[config.mk]
export PLATFORM = sky130hd
export DESIGN_NAME = sad_result_reader
export DESIGN_NICKNAME = d
export VERILOG_FILES = /design/src/rtl/me_pkg.sv /design/src/rtl/sad_entry_mux.sv /design/src/rtl/sad_result_reader.sv
export SDC_FILE = /design/constraint.sdc
export NUM_CORES = 2
export LEC_CHECK = 0
export BUFFER_PORTS_ARGS = -buffer_cell sky130_fd_sc_hd__buf_2
export CAP_MARGIN = 20
export CORE_AREA = 5 5 544 546
export DETAILED_ROUTE_END_ITERATION = 8
export DIE_AREA = 0 0 549 551
export GPL_ROUTABILITY_DRIVEN = 0
export HOLD_SLACK_MARGIN = 0.12
export MAX_ROUTING_LAYER = met4
export PLACE_DENSITY = 0.42
export SLEW_MARGIN = 20
export SYNTH_ARGS = -nofsm -noshare
export SYNTH_HDL_FRONTEND = slang
export SYNTH_SLANG_ARGS = --single-unit
[constraint.sdc]
create_clock -name clk -period 10.4 [get_ports clk]
set_clock_uncertainty 0.2 [all_clocks]
set_input_delay 2.08 -clock clk [delete_from_list [all_inputs] [get_ports clk]]
set_output_delay 2.08 -clock clk [all_outputs]
set_load 0.005 [all_outputs]
[src/rtl/me_pkg.sv]
// Shared constants and types for the motion-estimation minimum-SAD path:
// partition type codes, entry counts per type and default SAD widths.
package me_pkg;

    localparam int ME_W_S = 13;
    localparam int ME_W_M = 14;
    localparam int ME_W_L = 15;
    localparam int ME_W_X = 16;

    typedef enum logic [2:0] {
        PT_4X8   = 3'd0,
        PT_8X4   = 3'd1,
        PT_8X8   = 3'd2,
        PT_8X16  = 3'd3,
        PT_16X8  = 3'd4,
        PT_16X16 = 3'd5
    } pt_e;

    typedef enum logic [1:0] {
        ST_IDLE = 2'd0,
        ST_SEND = 2'd1,
        ST_DONE = 2'd2
    } rd_state_e;

    localparam int N_4X8       = 32;
    localparam int N_8X4       = 32;
    localparam int N_8X8       = 16;
    localparam int N_8X16      = 8;
    localparam int N_16X8      = 8;
    localparam int N_16X16     = 4;
    localparam int TOTAL_BEATS = N_4X8 + N_8X4 + N_8X8 + N_8X16 + N_16X8 + N_16X16;

    // Index of the final entry of a partition type; the counter wraps after it.
    function automatic logic [4:0] last_idx(input pt_e t);
        logic [4:0] r;
        case (t)
            PT_4X8:   r = 5'(N_4X8 - 1);
            PT_8X4:   r = 5'(N_8X4 - 1);
            PT_8X8:   r = 5'(N_8X8 - 1);
            PT_8X16:  r = 5'(N_8X16 - 1);
            PT_16X8:  r = 5'(N_16X8 - 1);
            default:  r = 5'(N_16X16 - 1);
        endcase
        return r;
    endfunction

endpackage

[src/rtl/sad_entry_mux.sv]
// Selects one SAD entry from the packed snapshot by (type, idx) and
// zero-extends it to the common output width.
module sad_entry_mux
    import me_pkg::*;
#(
    parameter int W_S = ME_W_S,
    parameter int W_M = ME_W_M,
    parameter int W_L = ME_W_L,
    parameter int W_X = ME_W_X
) (
    input  logic [32*W_S-1:0] sad_4x8,
    input  logic [32*W_S-1:0] sad_8x4,
    input  logic [16*W_M-1:0] sad_8x8,
    input  logic [8*W_L-1:0]  sad_8x16,
    input  logic [8*W_L-1:0]  sad_16x8,
    input  logic [4*W_X-1:0]  sad_16x16,
    input  pt_e               sel_type,
    input  logic [4:0]        sel_idx,
    output logic [W_X-1:0]    sad
);

    // Index bits are trimmed to each vector's entry count so the part-select
    // can never reach past the top of a narrower vector.
    always_comb begin
        sad = '0;
        case (sel_type)
            PT_4X8:   sad = W_X'(sad_4x8[int'(sel_idx) * W_S +: W_S]);
            PT_8X4:   sad = W_X'(sad_8x4[int'(sel_idx) * W_S +: W_S]);
            PT_8X8:   sad = W_X'(sad_8x8[int'(sel_idx[3:0]) * W_M +: W_M]);
            PT_8X16:  sad = W_X'(sad_8x16[int'(sel_idx[2:0]) * W_L +: W_L]);
            PT_16X8:  sad = W_X'(sad_16x8[int'(sel_idx[2:0]) * W_L +: W_L]);
            PT_16X16: sad = sad_16x16[int'(sel_idx[1:0]) * W_X +: W_X];
            default:  sad = '0;
        endcase
    end

endmodule

[src/rtl/sad_result_reader.sv]
// Read side of the minimum-SAD tracker: snapshots all 100 partition minima on
// start, streams them one per valid/ready beat and clears the tracker.
module sad_result_reader
    import me_pkg::*;
#(
    parameter int W_S = ME_W_S,
    parameter int W_M = ME_W_M,
    parameter int W_L = ME_W_L,
    parameter int W_X = ME_W_X
) (
    input  logic              clk,
    input  logic              rst,
    input  logic              start,
    input  logic [32*W_S-1:0] min_SAD4x8,
    input  logic [32*W_S-1:0] min_SAD8x4,
    input  logic [16*W_M-1:0] min_SAD8x8,
    input  logic [8*W_L-1:0]  min_SAD8x16,
    input  logic [8*W_L-1:0]  min_SAD16x8,
    input  logic [4*W_X-1:0]  min_SAD16x16,
    output logic              clr_min,
    output logic              out_valid,
    input  logic              out_ready,
    output logic [2:0]        out_type,
    output logic [4:0]        out_idx,
    output logic [W_X-1:0]    out_sad,
    output logic              busy,
    output logic              frame_done,
    output logic              start_drop
);

    rd_state_e         state_q, state_d;
    pt_e               type_q, type_d;
    logic [4:0]        idx_q, idx_d;
    logic              out_valid_q, out_valid_d;
    logic              clr_min_q, clr_min_d;
    logic              frame_done_q, frame_done_d;
    logic              start_drop_q, start_drop_d;
    logic [W_X-1:0]    out_sad_q, out_sad_d;

    logic [32*W_S-1:0] snap_4x8_q, snap_4x8_d;
    logic [32*W_S-1:0] snap_8x4_q, snap_8x4_d;
    logic [16*W_M-1:0] snap_8x8_q, snap_8x8_d;
    logic [8*W_L-1:0]  snap_8x16_q, snap_8x16_d;
    logic [8*W_L-1:0]  snap_16x8_q, snap_16x8_d;
    logic [4*W_X-1:0]  snap_16x16_q, snap_16x16_d;

    logic              handshake;

    assign handshake = out_valid_q && out_ready;

    always_comb begin
        state_d      = state_q;
        type_d       = type_q;
        idx_d        = idx_q;
        out_valid_d  = out_valid_q;
        clr_min_d    = 1'b0;
        frame_done_d = 1'b0;
        start_drop_d = 1'b0;
        snap_4x8_d   = snap_4x8_q;
        snap_8x4_d   = snap_8x4_q;
        snap_8x8_d   = snap_8x8_q;
        snap_8x16_d  = snap_8x16_q;
        snap_16x8_d  = snap_16x8_q;
        snap_16x16_d = snap_16x16_q;

        case (state_q)
            ST_IDLE: begin
                out_valid_d = 1'b0;
                if (start) begin
                    snap_4x8_d   = min_SAD4x8;
                    snap_8x4_d   = min_SAD8x4;
                    snap_8x8_d   = min_SAD8x8;
                    snap_8x16_d  = min_SAD8x16;
                    snap_16x8_d  = min_SAD16x8;
                    snap_16x16_d = min_SAD16x16;
                    type_d       = PT_4X8;
                    idx_d        = '0;
                    out_valid_d  = 1'b1;
                    clr_min_d    = 1'b1;
                    state_d      = ST_SEND;
                end
            end

            ST_SEND: begin
                start_drop_d = start;
                if (handshake) begin
                    if (idx_q == last_idx(type_q)) begin
                        idx_d = '0;
                        if (type_q == PT_16X16) begin
                            out_valid_d  = 1'b0;
                            frame_done_d = 1'b1;
                            state_d      = ST_DONE;
                        end else begin
                            type_d = pt_e'(type_q + 3'd1);
                        end
                    end else begin
                        idx_d = idx_q + 5'd1;
                    end
                end
            end

            ST_DONE: begin
                start_drop_d = start;
                out_valid_d  = 1'b0;
                state_d      = ST_IDLE;
            end

            default: begin
                out_valid_d = 1'b0;
                state_d     = ST_IDLE;
            end
        endcase
    end

    // out_sad is looked up from the next-cycle snapshot/position so it lands
    // in a register aligned with out_type/out_idx.
    sad_entry_mux #(
        .W_S (W_S),
        .W_M (W_M),
        .W_L (W_L),
        .W_X (W_X)
    ) u_entry_mux (
        .sad_4x8   (snap_4x8_d),
        .sad_8x4   (snap_8x4_d),
        .sad_8x8   (snap_8x8_d),
        .sad_8x16  (snap_8x16_d),
        .sad_16x8  (snap_16x8_d),
        .sad_16x16 (snap_16x16_d),
        .sel_type  (type_d),
        .sel_idx   (idx_d),
        .sad       (out_sad_d)
    );

    always_ff @(posedge clk) begin
        if (rst) begin
            state_q      <= ST_IDLE;
            type_q       <= PT_4X8;
            idx_q        <= '0;
            out_valid_q  <= 1'b0;
            clr_min_q    <= 1'b0;
            frame_done_q <= 1'b0;
            start_drop_q <= 1'b0;
            out_sad_q    <= '0;
            snap_4x8_q   <= '0;
            snap_8x4_q   <= '0;
            snap_8x8_q   <= '0;
            snap_8x16_q  <= '0;
            snap_16x8_q  <= '0;
            snap_16x16_q <= '0;
        end else begin
            state_q      <= state_d;
            type_q       <= type_d;
            idx_q        <= idx_d;
            out_valid_q  <= out_valid_d;
            clr_min_q    <= clr_min_d;
            frame_done_q <= frame_done_d;
            start_drop_q <= start_drop_d;
            out_sad_q    <= out_sad_d;
            snap_4x8_q   <= snap_4x8_d;
            snap_8x4_q   <= snap_8x4_d;
            snap_8x8_q   <= snap_8x8_d;
            snap_8x16_q  <= snap_8x16_d;
            snap_16x8_q  <= snap_16x8_d;
            snap_16x16_q <= snap_16x16_d;
        end
    end

    assign out_valid  = out_valid_q;
    assign out_type   = type_q;
    assign out_idx    = idx_q;
    assign out_sad    = out_sad_q;
    assign clr_min    = clr_min_q;
    assign frame_done = frame_done_q;
    assign start_drop = start_drop_q;
    assign busy       = (state_q == ST_SEND) || (state_q == ST_DONE);

endmodule

==> impl_results.md <==
* Status: completed
* Die ar. at 302500 um^2
* Sw power at around 4.3 mW
* Overall Power at between 10 and 15 mW
* Synth top area share at 40.13%
* Clock Root Buffer: clkbuf_16
* Seq cells post-synth at ~1400
* Most frequent cell after synthesis: nand2_1
* Post-CTS Setup Inserts at 0
* Initial Util at about a quarter
* Die width at ~550 um
* Worst path required time at approximately 11 ns
* Mapped Nets at between 10000 and 15000
* Area grow syn2layout at 24.62%
* Hold-fix buffers at CTS at 0
* Count of pins over their slew limit at 0
* Final TNS setup at 0 ns
* CP Class: reg -> reg
* TritonCTS clock tree: yes
* Most used DFF post-synth: dfxtp_1
* Grt total ovfl at 0
* Final design utilization at between 20% and 30%
* Synth top cells by count: nand2_1 (3569), a21oi_1 (1458), dfxtp_1 (1390)
* Rel. slew slack at a little over a fifth
* Max IR drop VDD at about 0.11 mV
* Post-Syn Area at 69350 um^2
* Syn Inst Count at about 9000
* Core area at around 290000 um^2
* RSZ-0062 raised after global routing: false
* Maxcap violations at 0
* Die height at about 550 um
* Fmax at between 0.1 and 0.15 GHz
* DP HPWL at between 300000 and 400000 um
* # resized after CTS at 0
* Placed cell count at 13610
* Vias in the first global route at roughly 67000
* Ys async rst share at 0%
* Finish-stage setup viols at 0
* DR pass1 iterations at 6
* Drt total wl at approximately 420000 um
* Measured slew at the worst slew-check pin at 1.182 ns
* First-pass GRT wire length at roughly 560000 um
* Skew-Pair Late Insertion Delay at about 0.9 ns
* GRT Util Overall at 26.96%
* CP endpoint kind: flip-flop
* Cell taking the most area after synthesis: dfxtp_1
* Worst setup SP type: flip-flop
* Synth Area per Inst at about 7.8 um^2
* Clk sinks at approximately 1400
* Yosys warns at 0
* Fin crit period at 7.170 ns
* Drt first-iter violations at between 7000 and 8000
* Final Hold Fails at 0
* Register clock-pin slew on the reported worst setup and hold paths at 0.06 ns
* Fin crit share at approximately 69%
* Largest net degree at the start of global routing at 205
* Share of layout cells above drive strength 1 at about 23%
* Seq/Total Area, Yosys at 40.13%
* Max FO, Critical Path at 42
* CTS Buf Count at 181
* Ports at roughly 1400
* Post-synth cell types at between 70 and 80
* Initial antenna violation count at 425
* Clock buffer depth at 4
* HP Class: reg -> reg
* Wire per inst at about 30 um
* Post-synth EDFFs at 0
* Leak Pwr at approximately 33 nW
* Clock power frac at between 40 and 50%
* Cell Rows at 198
* Vias at 72620
* DR DRC count at 0
* WP data arrival at 7.68 ns
* Sw frac at slightly below 30%
* Synth area leaders: dfxtp_1 (40%), nand2_1 (19%), mux4_2 (11%)
* CTS HTree Levels at 4
* Number of port buffers at about 1400
* Final Non-Filler Cells at around 14000
* Final nets at 11260
* Via density at a little over 5
* Pwr Density at 168.4 nW/um^2
* Part of the power in registers at about two fifths
* Antenna-violating nets left at 0
* Pint at slightly above 10 mW
* Gate power share at 15.8%
cells in the final DEF (no fill, tap or decap), types with 9 or more instances in the layout:
master     netlist  routed
nand4_1         48      48
a32oi_1         69      69
buf_2          169    1391
o211ai_1        14      14
clkbuf_1       499      44
a41oi_1         23      19
a221oi_1        20      19
o21ai_0         98      86
buf_4           50     125
o221ai_1         9       9
mux4_2         352     352
nor3_1          26      26
o2111ai_1       10      10
a22oi_1         42      39
mux2_2          10      10
buf_12           0      24
a21oi_1       1458    1456
mux2i_1        213     208
o21ai_1          9      19
nor2_4           0      12
a32o_1          18      18
clkinv_2         0      31
clkbuf_16        0     182
nor2_1         146     129
clkbuf_8         0      39
nand3_1        274     273
diode_2          0     304
dfxtp_1       1390    1390
nand2_1       3569    3563
o22ai_1         31      31
a311oi_1        13      13
and3_1          49      48
a211oi_1        37      31
a31oi_1         81      76
power groups by stage:
stage               Combinational, mW  Clock, mW  Sequential, mW
floorplan                        1.31          0            5.92
global placement                 2.28          0            5.96
detailed placement               2.32          0            5.98
CTS                              2.32       6.55            5.86
global route                     2.50       6.73            5.90
finish                           2.31       6.38            5.86
flip-flops by register name, summed over array words and instances, names as in the netlist:
| register | cells |
|---|---|
| snap_4x8_q | 416 |
| clr_min | 1 |
| snap_8x8_q | 224 |
| snap_16x16_q | 64 |
| out_idx | 5 |
| snap_8x4_q | 416 |
| out_valid | 1 |
| frame_done | 1 |
| state_q | 2 |
| snap_16x8_q | 120 |
| start_drop | 1 |
| out_type | 3 |
| snap_8x16_q | 120 |
| out_sad | 16 |
routing by layer:
| metal | wire [um] | vias to the layer above | share of wire (%) | GRT usage [%] |
|---|---|---|---|---|
| li1 | - | 33130 | - | - |
| met1 | 166900 | 35510 | 40 | 32.13 |
| met2 | 200000 | 3281 | 48 | 44.39 |
| met3 | 35840 | 699 | 8.6 | 7.202 |
| met4 | 14680 | 0 | 3.5 | 8.514 |
| met5 | 0 | - | 0 | - |
worst max-delay path, stage by stage (launching register included):
cell and delay (ns):
dfxtp_1 0.50, inv_1 0.14, ha_1 0.28, or4_4 0.57
a21o_1 0.22, a22oi_2 0.39, a41oi_1 0.29, and2_1 0.32
nand2_4 0.60, buf_4 0.61, mux4_2 0.41, a22oi_1 0.57
o21ai_0 0.25, a221oi_1 0.77, a31oi_2 0.20, buf_6 0.20
or4_1 0.40
metrics by stage:
step           setup WS, ns  hold slack, ns  instance area (um^2)
3_3_place_gp          1.949          0.2345                 79570
5_1_grt               3.085          0.2631                 86310
3_5_place_dp          2.377          0.2430                 79810
6_report              3.230          0.2497                 86420
2_1_floorplan         5.064          0.2286                 69350
4_1_cts               3.242          0.2510                 85660
final cells by class:
type                    count  area (um^2)
repair buffers           1550         8501
clock buffers             265         5256
clock inverters            53        586.8
multi-input cells        6760        38590
diodes                    304        760.7
well taps                3900         4880
flip-flops and latches   1390        27830
fillers                 31360       203700
inverters                   5        18.77
final timing paths:
path,startpoint,to,slack [ns],cells after the start
worst max-delay path,out_type[0],out_sad[4],3.23,16
worst max register to register,out_type[0],out_sad[4],3.23,16
worst min-delay path,snap_16x8_q[43],snap_16x8_q[43],0.25,2
worst min register to register,snap_16x8_q[43],snap_16x8_q[43],0.25,2
kinds of logic after synthesis:
kind of cell | Yosys count | share of synthesized area (%)
and+or+nand+nor | 4172 | 23.75
AOI/OAI and AO/OA | 2004 | 16.37
DFF | 1390 | 40.13
buffers and inverters | 781 | 4.944
muxes | 575 | 14.67
adders and majority gates | 7 | 0.1263
xor gates and xnor gates | 2 | 0.02526
Note: power is estimated with default switching activity, not from simulation.
